File: config.mk
export PLATFORM = sky130hd
export DESIGN_NAME = slc3_input_conditioner
export DESIGN_NICKNAME = d
export VERILOG_FILES = /design/src/rtl/slc3_input_conditioner.sv
export SDC_FILE = /design/constraint.sdc
export NUM_CORES = 1
export LEC_CHECK = 0
export CAP_MARGIN = 40
export CELL_PAD_IN_SITES_DETAIL_PLACEMENT = 0
export CELL_PAD_IN_SITES_GLOBAL_PLACEMENT = 1
export CORE_MARGIN = 8
export CORE_UTILIZATION = 45
export CTS_CLUSTER_DIAMETER = 100
export DETAILED_ROUTE_END_ITERATION = 10
export GPL_ROUTABILITY_DRIVEN = 0
export PLACE_DENSITY_LB_ADDON = 0.15
export SYNTH_ARGS = -nofsm -noshare
export SYNTH_HDL_FRONTEND = slang
export SYNTH_SLANG_ARGS = --single-unit
File: constraint.sdc
create_clock -name Clk -period 2.6 [get_ports Clk]
set_clock_uncertainty 0.1 [all_clocks]
set_input_delay 0.39 -clock Clk [delete_from_list [all_inputs] [get_ports Clk]]
set_output_delay 0.39 -clock Clk [all_outputs]
set_load 0.005 [all_outputs]
File: src/rtl/slc3_input_conditioner.sv
// rtl/slc3_input_conditioner.sv - synchronizes/debounces slc3 board inputs; combo-reset FSM under SLC3_COMBO_RESET_EN
module slc3_input_conditioner #(
  parameter logic [15:0] DEBOUNCE_CYCLES = 16'd50000,
  parameter logic [23:0] COMBO_CYCLES    = 24'd5000000
) (
  input  logic       Clk,
  input  logic       Reset,
  input  logic       Run_n,
  input  logic       Continue_n,
  input  logic [9:0] SW_raw,
  output logic       Run,
  output logic       Continue,
  output logic       Run_pulse,
  output logic       Continue_pulse,
  output logic [9:0] SW,
  output logic       Cpu_Reset
);

  // index 0 = Run, index 1 = Continue; sync flops carry the raw active-low level
  logic [1:0]  btn_s1, btn_s2;
  logic [1:0]  pressed_s;
  logic [1:0]  stable, stable_d;
  logic [15:0] db_cnt [2];
  logic [9:0]  sw_s1;
  logic [1:0]  rise;
  logic        suppress;
  logic        combo_hold;

  assign pressed_s = ~btn_s2;
  assign rise      = stable & ~stable_d;
  assign Run       = stable[0];
  assign Continue  = stable[1];

  always_ff @(posedge Clk) begin
    if (Reset) begin
      btn_s1    <= 2'b11;
      btn_s2    <= 2'b11;
      sw_s1     <= '0;
      SW        <= '0;
      stable    <= '0;
      stable_d  <= '0;
      db_cnt[0] <= '0;
      db_cnt[1] <= '0;
    end else begin
      btn_s1   <= {Continue_n, Run_n};
      btn_s2   <= btn_s1;
      sw_s1    <= SW_raw;
      SW       <= sw_s1;
      stable_d <= stable;
      for (int i = 0; i < 2; i++) begin
        if (pressed_s[i] == stable[i]) begin
          db_cnt[i] <= '0;
        end else if (db_cnt[i] == DEBOUNCE_CYCLES - 16'd1) begin
          stable[i] <= ~stable[i];
          db_cnt[i] <= '0;
        end else begin
          db_cnt[i] <= db_cnt[i] + 16'd1;
        end
      end
    end
  end

  always_ff @(posedge Clk) begin
    if (Reset) begin
      Run_pulse      <= 1'b0;
      Continue_pulse <= 1'b0;
    end else begin
      Run_pulse      <= rise[0] & ~suppress;
      Continue_pulse <= rise[1] & ~suppress;
    end
  end

  always_ff @(posedge Clk) begin
    Cpu_Reset <= Reset | combo_hold;
  end

`ifdef SLC3_COMBO_RESET_EN
  typedef enum logic [1:0] {IDLE, ARMING, RESET_HOLD} combo_state_t;

  combo_state_t state, state_next;
  logic [23:0]  combo_cnt, combo_cnt_next;
  logic         both_pressed;

  assign both_pressed = Run & Continue;
  assign suppress     = (state == RESET_HOLD);
  assign combo_hold   = (state == RESET_HOLD);

  always_ff @(posedge Clk) begin
    if (Reset) begin
      state     <= IDLE;
      combo_cnt <= '0;
    end else begin
      state     <= state_next;
      combo_cnt <= combo_cnt_next;
    end
  end

  always_comb begin
    state_next     = state;
    combo_cnt_next = combo_cnt;
    case (state)
      IDLE: begin
        if (both_pressed) begin
          state_next     = ARMING;
          combo_cnt_next = '0;
        end
      end
      ARMING: begin
        // release is tested first so it wins over the terminal count
        if (!both_pressed) begin
          state_next = IDLE;
        end else begin
          combo_cnt_next = combo_cnt + 24'd1;
          if ({1'b0, combo_cnt} + 25'd1 >= {1'b0, COMBO_CYCLES} - 25'd1)
            state_next = RESET_HOLD;
        end
      end
      RESET_HOLD: begin
        if (!Run && !Continue)
          state_next = IDLE;
      end
      default: state_next = IDLE;
    endcase
  end
`else
  assign suppress   = 1'b0;
  assign combo_hold = 1'b0;
`endif

endmodule

======== After elaboration in Yosys (flattened, before gate mapping) ========
Memory sizes are Yosys's and may differ from the RTL's.
Index checks and enable logic that the tools add are counted.
word-level totals
  memories kept ........................... 1
  bits in latches ......................... 0
  logic and storage cells ................. 62
  register bits after elaboration ......... 31
  bits in writable memories ............... 32
  output and inout port bits .............. 15
  input port bits ......................... 14
  bits in read-only memories .............. 0
operators by class
  eq/ne operators ......................... 4
  mux-type cells .......................... 30
  bitwise gates (word level) .............. 13
  shift operators ......................... 0
  divide/modulo/power cells ............... 0
  reductions and logical operators ........ 2
  $add $sub $neg .......................... 2
  multipliers ............................. 0
  magnitude comparators ................... 0
memory list
  memory  depth  bits a word  rd ports  clocked after memory_dff  wr ports  line  text
  db_cnt  2      16           2         0                         2         23    logic [15:0] db_cnt [2];
operators with widths
  kind                                           number
  2-to-1 mux 16 bit                              6
  adder 16 x 1 -> 16 bit, second input constant  2
  == test 16 bit, second input constant          2
  2-to-1 mux 1 bit                               24
  OR 1 bit                                       6
  inverter 1 bit                                 4
  inverter 2 bit                                 2
  AND reduction 2 bit                            2
  AND 2 bit                                      1
  == test 1 bit                                  2

======== Logic depth before layout (Yosys ltp) ========
Gate-level depths: netlist (run 1).
  word-level depth ........................ 8
  gate-level depth with buffers ........... 6
  gate-level depth less buffers ........... 5

======== Worst setup path after synthesis (run 1) ========
No wires, ideal clock.
  path kind ............................... register -> register
  start point ............................. memory db_cnt[0][0]
  end point ............................... memory db_cnt[0][11], data pin
  arrival ................................. 1,278 ps
  buffers on the path ..................... 1
  library setup time ...................... 254 ps
  path slack .............................. 967 ps
  clock period less this slack ............ 1,633 ps
  required time ........................... 2,246 ps
  stages on the path, launching flop included .. 7
  path through ............................ edfxtp_1 > ha_1 > and3_1 > nand4_1 > nand2_2 > buf_6 > nor2_1
RTL lines
  item             line
  start, declared  23

==> results of run 1 <==
## worst max path at each step
| stage | from | endpoint | slack (ns) | cells past startpoint |
|---|---|---|---|---|
| after floorplan | db_cnt[0][0]$_SDFFCE_PN0P_ | db_cnt[0][11]$_SDFFCE_PN0P_ | 0.97 | 6 |
| after global placement | Reset | db_cnt[0][12]$_SDFFCE_PN0P_ | 0.63 | 4 |
| after detailed placement | Reset | db_cnt[0][8]$_SDFFCE_PN0P_ | 0.57 | 4 |
| after CTS | db_cnt[0][0]$_SDFFCE_PN0P_ | db_cnt[0][8]$_SDFFCE_PN0P_ | 0.68 | 5 |
| after global routing | db_cnt[1][0]$_SDFFCE_PN0P_ | db_cnt[1][5]$_SDFFCE_PN0P_ | 0.58 | 5 |
| final | db_cnt[0][0]$_SDFFCE_PN0P_ | db_cnt[0][4]$_SDFFCE_PN0P_ | 0.73 | 5 |
## cells in the mapped netlist, types with 2 or more instances
cell      count  area (sq um)
and3_1        4          25.0
buf_6         2          22.5
clkbuf_1      3          11.3
dfxtp_1      31           621
edfxtp_1     32           961
ha_1          2          25.0
inv_1         6          22.5
nand2_1       6          22.5
nand2_2       2          12.5
nand3_1       8          40.0
nand4_1       7          43.8
nand4_2       4          50.1
nor2_1       32           120
nor2_2        2          12.5
nor2b_1      24           150
nor3_1        9          45.0
nor4_2        8           100
or2_2         4          25.0
xnor2_1      22           193
xor2_1        8          70.1
## worst max-delay path, delay by kind of cell (launching register included)
family | cells | cell delay, ns
fa+ha+maj | 1 | 0.24
flops | 1 | 0.44
simple gates | 4 | 0.84
## layout by cell type (no fill, tap or decap), types with 9 or more instances in the layout
master            n
nor3_1            9
nor2_1           32
nor2b_1          24
conb_1           32
xnor2_1          22
clkbuf_8          9
edfxtp_1         32
dfxtp_1          31
clkdlybuf4s50_1  28
## power breakdown
group | total [uW] | switching [uW] | internal, uW
Clock | 843 | 383 | 460
Sequential | 1120 | 33.1 | 1080
Combinational | 99.2 | 41.4 | 57.8
## per-stage QoR
step,hold WS [ns],util,cells
after global routing,0.291,0.572,375
after CTS,0.284,0.572,375
after detailed placement,0.276,0.538,359
after floorplan,0.267,-,261
after global placement,0.272,0.538,359
final,0.277,0.572,375
## flip-flops by register name (all words and copies together) (netlist names)
register        cells
btn_s2              2
SW                 10
stable_d            2
sw_s1              10
btn_s1              2
Cpu_Reset           1
db_cnt             32
Run_pulse           1
stable              2
Continue_pulse      1
## metal layers
metal / track usage / share of wire / vias to the layer above
met2: 0.175 / 0.49 / 20
met5: 0 / 0 / -
li1: - / - / 894
met4: 0.0793 / 0.025 / 0
met3: 0.0296 / 0.028 / 9
met1: 0.130 / 0.46 / 800
## kinds of logic (layout without fill, tap and decap cells)
group                      after synthesis  in the layout  share of synthesized area
AOI/OAI and AO/OA                        1              1                    0.00323
xor gates and xnor gates                30             30                     0.0969
adders and majority gates                2              2                    0.00923
buffers and inverters                   12             51                     0.0235
DFF                                     63             63                      0.583
muxes                                    1              1                    0.00369
other                                    1             32                    0.00138
and+or+nand+nor                        120            120                      0.279
## area by class of cell
cell class,instances,area [sq um]
clock buffers,12,178
well taps,75,93.8
flip-flops and latches,63,1580
repair buffers,29,288
fillers,510,2520
multi-input cells,186,1180
clock inverters,4,22.5
inverters,6,22.5
==> results_dict.tcl, run 1 <==
set metrics [dict create \
    drt_iter0_markers 42 \
    hold_end "Continue_pulse$_SDFF_PP0_" \
    cts_tree "done" \
    cts_resized 0 \
    start_util 0.461 \
    required_ns 2.58 \
    clk_path_buf_depth 2 \
    finalSetupViolCount 0 \
    dieArea_sq_um 8760 \
    peakVddDrop_uv 363 \
    rsz0062_at_grt "false" \
    total_leakage_power_uw 0.00122 \
    dr.pass1.iters 6 \
    wire_per_inst_microns 12.0 \
    io_pins 29 \
    worst_setup_path_end_kind "flop" \
    synth_async_sr_flop_share 0 \
    synth_seq_cells 63 \
    timing.rr.end "db_cnt[0][4]$_SDFFCE_PN0P_" \
    fp-row-count 28 \
    hold_buffers 0 \
    tns_ns 0 \
    post-place-ws_ns 0.569 \
    drc 0 \
    status "finished, final reports clean" \
    drv_cap 0 \
    critPathLaunchType "flop" \
    p_per_area_nw_per_um2 611 \
    dieHeight_microns 93.6 \
    r2r.worst_path.cells 5 \
    fin_total_pwr_uw 2060 \
    r2r_setup_slack_ns 0.73 \
    grt_pass1_vias 1630 \
    antenna_found_initial 0 \
    synthCells 230 \
    critical-path-max-stage-delay_ns 0.44 \
    grt_max_degree 23 \
    cp_max_fo 14 \
    synth-seq-area-share 0.583 \
    synth_top_flop_cell "edfxtp_1" \
    avgSynthCellArea_sq_um 11.8 \
    grt_use_total 0.111 \
    antenna_cells 0 \
    fmax_mhz 534 \
    path_cells "ha_1 > and3_1 > nand4_1 > nand2_2 > nor2_1" \
    period_minus_slack_ns 1.87 \
    yosysWarnings 0 \
    setup_slack_ns 0.728 \
    placed_area_sq_um 3170 \
    min_path_type "reg -> reg" \
    fin_area_sq_um 3370 \
    min_period_over_period 0.720 \
    post_cts_buffers 0 \
    hold_viol_final 0 \
    dpl.hpwl_mm 3.10 \
    crit_path_top_delay_cell "edfxtp_1" \
    worstHoldPathCells 1 \
    clkTransAtPathRegs_ns 0.07 \
    area_growth_pct 24.2 \
    die_w_microns 93.6 \
    port_buffers 28 \
    wirelength_mm 4.51 \
    grt-ovfl-total 0 \
    final_max_slew_viol_count 0 \
    drive_gt1_frac 0.137 \
    htree_levels 3 \
    critical_path_class "reg -> reg" \
    cts_inserted_buffers 9 \
    ant_nets 0 \
    r2r-start "db_cnt[0][0]$_SDFFCE_PN0P_" \
    core_area_sq_um 5890 \
    num_vias 1723 \
    yosysUniqueCellTypes 34 \
    hold_start "stable_d[1]$_SDFF_PP0_" \
    grt_pass1_wl_mm 7.49 \
    nets 311 \
    ctsRootBufferMaster "clkbuf_8" \
    vias_per_cell 4.59 \
    arrival_ns 1.85 \
    worstSkewPairLatency_ns 0.33 \
    clock_sinks 63 \
    synth-edff-count 32 \
    syn_area_sq_um 2710 \
]
Note: power is estimated with default switching activity, not from simulation.
==> run 2: changes to the inputs <==
--- a/config.mk
+++ b/config.mk
@@ -9,7 +9,7 @@
 export CELL_PAD_IN_SITES_DETAIL_PLACEMENT = 0
 export CELL_PAD_IN_SITES_GLOBAL_PLACEMENT = 1
 export CORE_MARGIN = 8
-export CORE_UTILIZATION = 45
+export CORE_UTILIZATION = 40
 export CTS_CLUSTER_DIAMETER = 100
 export DETAILED_ROUTE_END_ITERATION = 10
 export GPL_ROUTABILITY_DRIVEN = 0
==> constraint.sdc (replaced) <==
create_clock -name Clk -period 1.6 [get_ports Clk]
set_clock_uncertainty 0.1 [all_clocks]
set_input_delay 0.24 -clock Clk [delete_from_list [all_inputs] [get_ports Clk]]
set_output_delay 0.24 -clock Clk [all_outputs]
set_load 0.005 [all_outputs]
==> run 2 against run 1 <==
  * The run now ends with setup timing left
  * Hold slack better by 0.0047 ns
  * Utilization is 0.56 points higher
  * Clock power is 79% higher
  * Critical path depth stayed put
  * Cell area is 15% higher
  * Sequential power is 60% higher
  * Clock-buffer cell count is 2 lower
  * First-iteration DRC count is 57% higher
  * Sequential share of layout area is 6.0 points lower
  * Worst setup slack worse by 0.78 ns
  * Power is 73% higher
  * Maximum frequency is 14% higher
  * Highest routed layer unchanged
==> results_dict.tcl, run 2 (same netlist as run 1, synthesis figures left out) <==
set metrics [dict create \
    status "finished with violations" \
    violations "setup timing" \
    drive_gt1_frac 0.282 \
    worstHoldPathCells 1 \
    r2r.worst_path.cells 5 \
    r2r_setup_slack_ns -0.05 \
    peakVddDrop_uv 599 \
    ant_nets 0 \
    arrival_ns 1.64 \
    fp-row-count 30 \
    critPathLaunchType "flop" \
    dieHeight_microns 98.3 \
    clkTransAtPathRegs_ns 0.08 \
    worstSkewPairLatency_ns 0.34 \
    min_path_type "reg -> reg" \
    required_ns 1.59 \
    num_vias 1925 \
    start_util 0.406 \
    final_cell_mix "buf_4 (41), nor2_1 (32), edfxtp_1 (32), conb_1 (32), dfxtp_1 (30)" \
    grt_util_met1 0.151 \
    crit_buf_inv 1 \
    grt_pass1_vias 1845 \
    port_buffers 28 \
    grt-ovfl-total 0 \
    core_area_sq_um 6680 \
    whs_ns 0.282 \
    cp_max_fo 14 \
    vias_per_cell 4.54 \
    period_minus_slack_ns 1.65 \
    drv_cap 0 \
    worstSetupStartpoint "db_cnt[1][13]$_SDFFCE_PN0P_" \
    clock_power_share 0.424 \
    utilization 0.578 \
    largest_reg_flops 32 \
    setup_slack_ns -0.0493 \
    htree_levels 3 \
    use_met2 0.152 \
    grt_pass1_wl_mm 8.63 \
    path_cells "nor4bb_2 > nand4_1 > nand2_2 > buf_12 > nor2_1" \
    critical-path-max-stage-delay_ns 0.43 \
    drc 0 \
    fillers 585 \
    hold_start "stable_d[1]$_SDFF_PP0_" \
    final_max_slew_viol_count 0 \
    crit_path_top_delay_cell "edfxtp_1" \
    dp_cells 403 \
    dieArea_sq_um 9670 \
    power_frac_seq 0.504 \
    use_met3 0.0377 \
    clk_path_buf_depth 2 \
    final_common_cell "buf_4" \
    area_growth_pct 42.4 \
    reg_top3 "db_cnt (32), SW (10), sw_s1 (10)" \
    io_pins 29 \
    top_register "db_cnt" \
    wire_per_inst_microns 12.3 \
    p_per_area_nw_per_um2 922 \
    switching_share 0.231 \
    hold_viol_final 0 \
    min_period_over_period 1.03 \
    cts_tree "done" \
    antenna_cells 0 \
    pwr-share-comb 0.071 \
    die_w_microns 98.3 \
    dr.pass1.iters 4 \
    hold_end "Continue_pulse$_SDFF_PP0_" \
    r2r-start "db_cnt[1][13]$_SDFFCE_PN0P_" \
    fmax_mhz 606 \
    grt_use_total 0.113 \
    drt_iter0_markers 66 \
    wirelength_mm 5.20 \
    grt_busiest_layer "met2" \
    p_int_uw 2740 \
    rsz0062_at_grt "true" \
    critical_path_class "reg -> reg" \
    finalSetupViolCount 19 \
    timing.rr.end "db_cnt[1][3]$_SDFFCE_PN0P_" \
    ctsRootBufferMaster "clkbuf_8" \
    antenna_found_initial 0 \
    cts_inserted_buffers 9 \
    instances_no_fill 424 \
    clock_sinks 63 \
    worst_setup_path_end_kind "flop" \
    nets 355 \
    grt_max_degree 25 \
    power_switching_uw 821 \
    total_leakage_power_uw 0.00150 \
    dpl.hpwl_mm 3.55 \
    critPathTopFamily "simple AND/OR/NAND/NOR gates" \
]
-- run 2: worst max-delay path by stage --
stage                                       endpoint  cells after the start
after global placement        stable[1]$_SDFFE_PP0P_                      5
final                     db_cnt[1][3]$_SDFFCE_PN0P_                      5
after CTS                                   Continue                      1
after global routing      db_cnt[1][3]$_SDFFCE_PN0P_                      5
after floorplan           db_cnt[1][7]$_SDFFCE_PN0P_                      6
after detailed placement      stable[0]$_SDFFE_PP0N_                      6
-- run 2: area by class of cell --
type / count / area [sq um] / share of cell area
inverters: 6 / 22.5 / 0.00583
flip-flops and latches: 63 / 1580 / 0.410
repair buffers: 73 / 653 / 0.169
clock buffers: 10 / 149 / 0.0386
multi-input cells: 186 / 1280 / 0.332
clock inverters: 6 / 71.3 / 0.0185
well taps: 80 / 100 / 0.0259
-- run 2: timing repair --
action,CTS,global route
setup buffers,0,5
hold buffers,0,0
pin swaps,6,10
endpoints found under the setup margin,33,34
endpoints found under the hold margin,0,0
resized for setup,9,9
-- run 2: per-stage QoR --
stage	setup TNS, ns	total power [uW]	cell area [sq um]	setup slack, ns
2_1_floorplan	0	1940	2840	0.000719
3_3_place_gp	-0.467	2070	3500	-0.0388
3_5_place_dp	-0.983	2070	3500	-0.0564
4_1_cts	-0.633	3590	3760	-0.0685
5_1_grt	-3.07	3710	3860	-0.137
6_report	-0.465	3560	3860	-0.0493
-- run 2: layer usage --
| metal | part of all wire | vias up |
|---|---|---|
| met3 | 0.048 | 10 |
| met1 | 0.51 | 892 |
| met4 | 0.020 | 0 |
| met5 | 0 | - |
| li1 | - | 988 |
| met2 | 0.42 | 35 |
-- run 2: power by group through the flow --
stage               clock network (uW)  registers [uW]  logic, uW
floorplan                            0            1840       98.7
global placement                     0            1830        239
detailed placement                   0            1830        240
CTS                               1550            1790        245
global route                      1620            1800        282
finish                            1510            1790        254
==> run 3: changes to the inputs <==
--- a/config.mk
+++ b/config.mk
@@ -5,12 +5,14 @@
 export SDC_FILE = /design/constraint.sdc
 export NUM_CORES = 1
 export LEC_CHECK = 0
+export ABC_AREA = 1
 export CAP_MARGIN = 40
 export CELL_PAD_IN_SITES_DETAIL_PLACEMENT = 0
 export CELL_PAD_IN_SITES_GLOBAL_PLACEMENT = 1
 export CORE_MARGIN = 8
-export CORE_UTILIZATION = 40
+export CORE_UTILIZATION = 39
 export CTS_CLUSTER_DIAMETER = 100
+export CTS_CLUSTER_SIZE = 20
 export DETAILED_ROUTE_END_ITERATION = 10
 export GPL_ROUTABILITY_DRIVEN = 0
 export PLACE_DENSITY_LB_ADDON = 0.15
==> run 3 against run 2 <==
  * Combinational power up 2%
  * Largest cell class unchanged
  * Highest routed layer unchanged
  * The flow now finishes without violations
  * Register-to-register slack better by 0.07 ns
  * Critical path type unchanged
  * Clock power about the same
  * Critical path depth up 2
  * Sequential power about the same
  * Clock-buffer cell count up 5
  * Sequential share of layout area down 1.8 points
  * Worst setup slack better by 0.075 ns
==> results_dict.tcl, run 3 <==
set metrics [dict create \
    status "finished, final reports clean" \
    num_vias 2301 \
    final_common_cell "nor2_1" \
    yosysWarnings 0 \
    switching_share 0.218 \
    period_minus_slack_ns 1.57 \
    use_met2 0.209 \
    p_int_uw 2770 \
    wirelength_mm 5.93 \
    pwr-share-comb 0.073 \
    die_w_microns 103 \
    synth-edff-count 32 \
    grt_busiest_layer "met2" \
    drc 0 \
    worstSkewPairLatency_ns 0.33 \
    p_per_area_nw_per_um2 879 \
    io_pins 29 \
    grt_pass1_vias 2205 \
    grt_pass1_wl_mm 9.81 \
    clkTransAtPathRegs_ns 0.07 \
    core_area_sq_um 7290 \
    dieArea_sq_um 10600 \
    min_period_over_period 0.984 \
    power_switching_uw 776 \
    hold_viol_final 0 \
    dpl.hpwl_mm 4.16 \
    worstSetupStartpoint "db_cnt[1][1]$_SDFFCE_PN0P_" \
    synth_seq_cells 63 \
    cts_inserted_buffers 9 \
    r2r_setup_slack_ns 0.03 \
    synthTopCellsByArea "edfxtp_1 (33%), dfxtp_1 (21%), nor2_1 (7.7%), nand2_1 (6.9%), inv_1 (6.1%)" \
    critical_path_class "reg -> reg" \
    dieHeight_microns 103 \
    reg_top3 "db_cnt (32), SW (10), sw_s1 (10)" \
    drv_cap 0 \
    r2r.worst_path.cells 7 \
    grt_util_met1 0.135 \
    port_buffers 28 \
    placed_area_sq_um 3590 \
    yosysUniqueCellTypes 26 \
    cts_tree "done" \
    nets 452 \
    antenna_cells 0 \
    timing.rr.end "db_cnt[1][10]$_SDFFCE_PN0P_" \
    r2r-start "db_cnt[1][1]$_SDFFCE_PN0P_" \
    grt-ovfl-total 0 \
    min_path_type "reg -> reg" \
    hold_buffers 0 \
    arrival_ns 1.57 \
    fmax_mhz 635 \
    wire_per_inst_microns 11.0 \
    grt_max_degree 30 \
    synth_area_leader_cell "edfxtp_1" \
    synth_top_flop_cell "edfxtp_1" \
    vias_per_cell 4.26 \
    worst_setup_path_end_kind "flop" \
    whs_ns 0.299 \
    cp_max_fo 7 \
    peakVddDrop_uv 479 \
    use_met3 0.0344 \
    grt_use_total 0.120 \
    synth-seq-area-share 0.538 \
    synthCells 336 \
    ctsRootBufferMaster "clkbuf_8" \
    antenna_found_initial 0 \
    dr.pass1.iters 4 \
    critPathCapture "db_cnt[1][10]$_SDFFCE_PN0P_" \
    rsz0062_at_grt "true" \
    critPathLaunchType "flop" \
    required_ns 1.59 \
    top_register "db_cnt" \
    clock_power_share 0.421 \
    clk_path_buf_depth 2 \
    area_growth_pct 37.5 \
    ant_nets 0 \
    start_util 0.403 \
    power_frac_seq 0.506 \
    drt_iter0_markers 40 \
    fin_area_sq_um 4040 \
    drive_gt1_frac 0.238 \
    yosysMostFrequentCell "nor2_1" \
    yosysTopAreaCellShare 0.327 \
    synth_async_sr_flop_share 0 \
    yosys-top-cells-count "nor2_1 (60), nand2_1 (54), inv_1 (48)" \
    finalSetupViolCount 0 \
    syn_area_sq_um 2940 \
    final_cell_mix "nor2_1 (59), nand2_1 (52), inv_1 (47)" \
    largest_reg_flops 32 \
    total_leakage_power_uw 0.00164 \
    clock_sinks 63 \
    avgSynthCellArea_sq_um 8.74 \
    htree_levels 3 \
    fp-row-count 31 \
    final_max_slew_viol_count 0 \
]
## run 3: changes by cell type in the layout (fill, tap and decap cells not counted), sizes merged, moves of 9 or more
cell / delta
a21oi: +13
nor4: -9
nor2b: -24
inv: +40
nand3: +9
nor2: +53
xnor2: -18
buf: -12
nand2: +53
## run 3: logic make-up (layout without fill, tap and decap cells)
family / after synthesis / in the layout / synth area share
compound gates: 20 / 20 / 0.0375
fa+ha+maj: 2 / 2 / 0.00852
flops: 63 / 63 / 0.538
buf+inv: 55 / 127 / 0.0796
simple gates: 181 / 183 / 0.293
xor+xnor: 14 / 14 / 0.0417
other cells: 1 / 32 / 0.00128
## run 3: area by class of cell
cell class	count	area, sq um
well taps	99	124
clock buffers	15	220
clock inverters	1	5.00
fillers	721	3250
inverters	50	188
multi-input cells	251	1390
repair buffers	61	534
flip-flops and latches	63	1580
## run 3: power by group through the flow
stage               logic (uW)  registers (uW)  clock network (uW)
floorplan                  124            1830                   0
global placement           238            1830                   0
detailed placement         239            1830                   0
CTS                        243            1790                1540
global route               293            1800                1620
finish                     259            1800                1490
## run 3: worst min-delay path by stage
stage / startpoint / end / slack [ns] / depth (start not counted)
floorplan: Reset / Cpu_Reset$_DFF_P_ / 0.17 / 0
global route: SW_raw[7] / sw_s1[7]$_SDFF_PP0_ / 0.30 / 3
detailed placement: stable_d[1]$_SDFF_PP0_ / Continue_pulse$_SDFF_PP0_ / 0.29 / 1
CTS: SW_raw[9] / sw_s1[9]$_SDFF_PP0_ / 0.29 / 3
finish: stable_d[1]$_SDFF_PP0_ / Continue_pulse$_SDFF_PP0_ / 0.30 / 1
global placement: stable_d[1]$_SDFF_PP0_ / Continue_pulse$_SDFF_PP0_ / 0.28 / 1
## run 3: metrics by stage
step	util	setup slack, ns	TNS [ns]	power, uW	cells
2_1_floorplan	-	0.0326	0	1950	367
3_3_place_gp	0.493	-0.0853	-1.58	2060	513
3_5_place_dp	0.493	-0.150	-2.89	2070	513
4_1_cts	0.528	0.0121	0	3580	529
5_1_grt	0.554	-0.0490	-0.341	3720	540
6_report	0.554	0.0256	0	3550	540
## run 3: repair_timing
item | in CTS | in global routing
endpoints found under the setup margin | 19 | 34
resized for setup | 5 | 23
pin swaps | 0 | 12
buffers inserted | 0 | 9
cloned | 0 | 2
## run 3: per-layer routing
layer	vias to the layer above	routed length [microns]
li1	1232	-
met1	1037	2600
met2	21	3050
met3	11	173
met4	0	108
met5	-	0
## run 3: worst max-delay path: stages (launching register included)
cell and delay (ns):
edfxtp_1 0.41, ha_4 0.18, nand3_4 0.11, nor2_4 0.24, buf_6 0.13, nand3_2 0.04, nand2_1 0.08, a21oi_2 0.05
==> RTL change 1: new RTL, settings of run 1 <==
Register the inputs `Run_n`, `Continue_n` and `SW_raw` before use. The logic sees them one clock later.
--- a/src/rtl/slc3_input_conditioner.sv
+++ b/src/rtl/slc3_input_conditioner.sv
@@ -15,6 +15,16 @@
   output logic [9:0] SW,
   output logic       Cpu_Reset
 );
+
+  logic Run_n_q;
+  logic Continue_n_q;
+  logic [9:0] SW_raw_q;
+
+  always_ff @(posedge Clk) begin
+    Run_n_q      <= Run_n;
+    Continue_n_q <= Continue_n;
+    SW_raw_q     <= SW_raw;
+  end
 
   // index 0 = Run, index 1 = Continue; sync flops carry the raw active-low level
   logic [1:0]  btn_s1, btn_s2;
@@ -42,9 +52,9 @@
       db_cnt[0] <= '0;
       db_cnt[1] <= '0;
     end else begin
-      btn_s1   <= {Continue_n, Run_n};
+      btn_s1   <= {Continue_n_q, Run_n_q};
       btn_s2   <= btn_s1;
-      sw_s1    <= SW_raw;
+      sw_s1    <= SW_raw_q;
       SW       <= sw_s1;
       stable_d <= stable;
       for (int i = 0; i < 2; i++) begin
Behaviour: not the same (a bounded check fails within 4 cycles, from zero or initial values and one cycle with Reset high).
==> RTL change 1 against run 1 <==
  * Wire length hardly changed
  * Synthesized cell count increased by 4.8%
  * Sequential power rose by 16%
  * Non-clock buffer count up 3
  * Area after synthesis is 4.1% higher
  * Total power is 13% higher
  * Worst setup slack worse by 0.34 ns
  * Count of clock-buffer cells in the layout decreased by 2
  * First-iteration DRC count up 100%
  * Final area is 4.5% higher
  * Sequential cell count is 12 higher
  * Largest power group unchanged
  * Core utilization fell by 0.52 points
  * Critical path type unchanged
==> RTL change 1: results (changes against run 1) <==
worst vdd ir=0.0005245 V (+44%); TritonCTS buffer count=9 (unchanged); crit-path max cell delay=0.55 ns (+0.11 ns); DRT iter0 DRCs=85 (+100%); asr flop ratio synth=0 (unchanged); count of different cell masters after synthesis=27 (-21%); largest cells by area after synthesis=edfxtp_1 (34%), dfxtp_1 (30%), xnor2_1 (7.8%), nor2b_1 (5.3%), nor2_1 (4.7%); global-route wire length before repair=7.714 mm (+3.0%); Clock transition at path regs=0.08 ns; fraction of layout cells with a size suffix above 1=0.08599 (-0.05068); CTS max path bufs=2 (unchanged); arrival time worst endpoint=2.20 ns (+0.35 ns); post-CTS resize count=0 (unchanged); hpwl dp=3.105 mm (about the same); Synth Warn #=0 (unchanged); port bufs=28 (unchanged); # fillers=550 (+7.8%); vias in the first global route=1751 (+7.4%); Clock Tree Root=clkbuf_8; Biggest register=db_cnt; via count=1770 (+2.7%); Hold Crit Class=register to register; Final Net Count=325 (+4.5%); antenna diode count=0 (unchanged); initial antenna violation count=0 (unchanged); Setup Fix Bufs, Post-CTS=0 (unchanged); GRT Util Overall=0.1112 (-0.0002460); maximum number of pins on one net before global-route repair=22 (-4.3%); Leak=1.270 nW (+4.5%); Crit Path Max Fanout=12 (-2); commonest cells in the netlist=dfxtp_1 (43), nor2_1 (35), edfxtp_1 (32); Worst-Margin Slew=0.4968 ns; TritonRoute pass-1 iters=4 (-2); final wirelength=4.510 mm (about the same); sequential-to-total area share from yosys stat=0.6454 (+0.06210); worst-skew pair later-pin latency=0.34 ns; EDFF count, synth=32 (unchanged); max reg flops=32 (unchanged); top_reg_cell synth=dfxtp_1; outcome=complete, no violations; H-tree depth=3 (unchanged); CP max-delay cell=or4b_1
==> RTL change 1: changes by cell type after synthesis, moves of 3 or more <==
| cell | change |
|---|---|
| xor2_1 | -3 |
| dfxtp_1 | +12 |
| nand3_1 | +3 |
| xnor2_1 | +3 |
| nand4_2 | -4 |
| nor4_1 | +8 |
| nor2_1 | +3 |
| nor4_2 | -7 |
==> RTL change 1: path summary, 6_finish.rpt <==
kind	endpoint	slack, ns	from	cells past startpoint
setup / recovery	db_cnt[0][14]	0.39	db_cnt[0][7]	5
hold / removal	Run_pulse	0.28	stable_d[0]	1
setup reg to reg	db_cnt[0][14]	0.39	db_cnt[0][7]	5
hold reg to reg	Run_pulse	0.28	stable_d[0]	1
==> RTL change 1: layer usage <==
layer | up-vias | wire length [um] | GRT usage
li1 | 932 | - | -
met1 | 800 | 2247 | 0.1363
met2 | 29 | 1977 | 0.1646
met3 | 9 | 200 | 0.04016
met4 | 0 | 84 | 0.06632
met5 | - | 0 | 0
==> RTL change 1: layout make-up <==
class / count / share of cell area
well taps: 77 / 0.02738
multi-input cells: 184 / 0.3005
repair buffers: 32 / 0.08819
clock buffers: 10 / 0.03912
clock inverters: 6 / 0.01956
flip-flops and latches: 75 / 0.5178
inverters: 7 / 0.007468
==> RTL change 1: metrics by stage <==
stage                     area [um2]  setup WS, ns  total power [mW]  instances
final                           3518        0.3923             2.322        391
after global routing            3518        0.2476             2.419        391
after CTS                       3518        0.3806             2.345        391
after detailed placement        3312        0.3996             1.434        375
after global placement          3312        0.4425             1.431        375
after floorplan                 2939        0.6056             1.383        272
==> RTL change 1: power by group <==
group	switching, mW	internal, mW	total [mW]
Clock	0.436	0.479	0.915
Sequential	0.0299	1.27	1.30
Combinational	0.0429	0.0590	0.102
Total	0.509	1.81	2.32
==> RTL change 1: kinds of logic (layout without fill, tap and decap cells) <==
logic type | after synthesis | after routing | share of synthesized area
buffers and inverters | 13 | 55 | 0.02128
AOI/OAI and AO/OA | 1 | 1 | 0.001771
muxes | 1 | 1 | 0.003989
other | 1 | 32 | 0.001329
and+or+nand+nor | 118 | 118 | 0.2243
adders and majority gates | 2 | 2 | 0.008864
DFF | 75 | 75 | 0.6454
xor gates and xnor gates | 30 | 30 | 0.09308
==> RTL change 1: critical path, delay by kind of cell, from the launching register on <==
family,cells,cell delay [ns]
flip-flops,1,0.46
buffers and inverters,1,0.21
AND/OR/NAND/NOR,4,1.20
==> RTL change 2: new RTL, settings of run 1 <==
Without the edit above. Add a define of `SLC3_COMBO_RESET_EN`.
--- a/src/rtl/slc3_input_conditioner.sv
+++ b/src/rtl/slc3_input_conditioner.sv
@@ -1,4 +1,6 @@
 // rtl/slc3_input_conditioner.sv - synchronizes/debounces slc3 board inputs; combo-reset FSM under SLC3_COMBO_RESET_EN
+`define SLC3_COMBO_RESET_EN
+
 module slc3_input_conditioner #(
   parameter logic [15:0] DEBOUNCE_CYCLES = 16'd50000,
   parameter logic [23:0] COMBO_CYCLES    = 24'd5000000
Function: no difference found for any inputs over 10 cycles, from zero or initial values and one cycle with Reset high; that may be too few to reach the edited logic, so the function may still have changed.
==> RTL change 2 against run 1 <==
  * Critical endpoint is now state[0]
  * Total power grew 31%
  * Sequential power grew 34%
  * Sequential cell count grew 26
  * Worst setup slack lost 0.58 ns
  * Wire length grew 120%
  * Die area grew 55%
  * Area after synthesis grew 67%
  * Synthesized cell count grew 120%
  * Final area grew 62%
  * Count of clock-buffer cells in the layout shrank 2
  * Critical path depth grew 1
==> RTL change 2: results (changes against run 1) <==
fraction of layout cells with a size suffix above 1=0.1218 (-0.01488); Final Net Count=596 (+92%); top_reg_cell synth=dfxtp_1; DRT iter0 DRCs=306 (+630%); global-route wire length before repair=16.99 mm (+130%); final wirelength=10.14 mm (+120%); port bufs=28 (unchanged); pre-CTS setup slack=0.04194 ns (-0.5266 ns); Largest regs=db_cnt: 32 flops, combo_cnt: 24 flops; Post-Place Cell Area=5182 um2 (+64%); Sw Pwr=633.6 uW (+39%); worst-skew pair later-pin latency=0.37 ns (+0.04 ns); sequential-to-total area share from yosys stat=0.4636 (-0.1197); GRT Util Overall=0.1597 (+0.04818); arrival time worst endpoint=2.62 ns (+0.77 ns); FF+latch area=2110 um2 (+33%); via/cell ratio=5.142 (+12%); Reg power frac=0.560 (+0.018); Crit Path Max Fanout=12 (-2); largest cells by area after synthesis=dfxtp_1 (25%), edfxtp_1 (21%), nor2_1 (5.8%), xor2_1 (3.9%), a21oi_1 (3.6%); crit-path max cell delay=0.64 ns (+0.20 ns); Clock transition at path regs=0.10 ns (+0.03 ns); hpwl dp=7.174 mm (+130%); maximum number of pins on one net before global-route repair=32 (+39%); antenna diode count=0 (unchanged); H-tree depth=3 (unchanged); Leak=1.909 nW (+57%); fmax=407.8 MHz (-24%); TritonRoute pass-1 iters=5 (-1); EDFF count, synth=32 (unchanged); commonest cells in the netlist=nor2_1 (70), dfxtp_1 (57), nand2_1 (43); Post-Synthesis Cells=513 (+120%); TritonCTS buffer count=9 (unchanged); vias in the first global route=3489 (+110%); fin cells=716 (+91%); worst vdd ir=0.0002761 V (-24%); Pint=2.054 mW (+28%); # fillers=926 (+82%); Placed Cells=700 (+95%); CP max-delay cell=or4_4; Hold Crit Class=input port to register; outcome=complete, no violations; count of different cell masters after synthesis=61 (+79%)
RTL change 2: cell count changes after synthesis, sizes merged, moves of 20 or more:
cell    delta
dfxtp     +26
nand2     +35
clkbuf    +28
nor2      +36
a21oi     +32
o21ai     +20
RTL change 2: cells by family (layout without fill, tap and decap cells):
family                     after synthesis  after routing  share of synthesized area
xor gates and xnor gates                34             34                    0.06567
other                                    1             32                  0.0008270
muxes                                    2              2                   0.004415
adders and majority gates                4              4                    0.01104
buffers and inverters                   46             85                    0.04139
and+or+nand+nor                        249            249                     0.2903
DFF                                     89             89                     0.4636
AOI/OAI and AO/OA                       88             88                     0.1228
RTL change 2: layer usage:
layer | global-route usage | vias to the layer above | wire length (um)
met5 | 0 | - | 0
met4 | 0.08989 | 0 | 234
met3 | 0.02792 | 19 | 305
met2 | 0.2569 | 46 | 4758
met1 | 0.1983 | 1719 | 4838
li1 | - | 1898 | -
RTL change 2: final timing paths:
kind           startpoint         to  slack, ns  depth (start not counted)
max          combo_cnt[7]   state[0]       0.15                          6
min                 Reset   sw_s1[4]       0.25                          2
max reg2reg  combo_cnt[7]   state[0]       0.15                          6
min reg2reg   stable_d[0]  Run_pulse       0.29                          1
RTL change 2: cell type report:
type,count,area share
well taps,133,0.03057
repair buffers,61,0.09609
multi-input cells,409,0.4382
clock buffers,10,0.02736
flip-flops and latches,89,0.3876
clock inverters,6,0.01471
inverters,8,0.005517
RTL change 2: worst max-delay path: cells and delay by family, from the launching register on:
kind,cells,cell delay [ns]
flops,1,0.40
simple gates,3,1.03
compound gates,3,0.82
RTL change 2: repair_timing:
action | 4_1_cts | 5_1_grt
resized for setup | 0 | 9
setup endpoints to repair | 0 | 2
endpoints found under the hold margin | 0 | 0
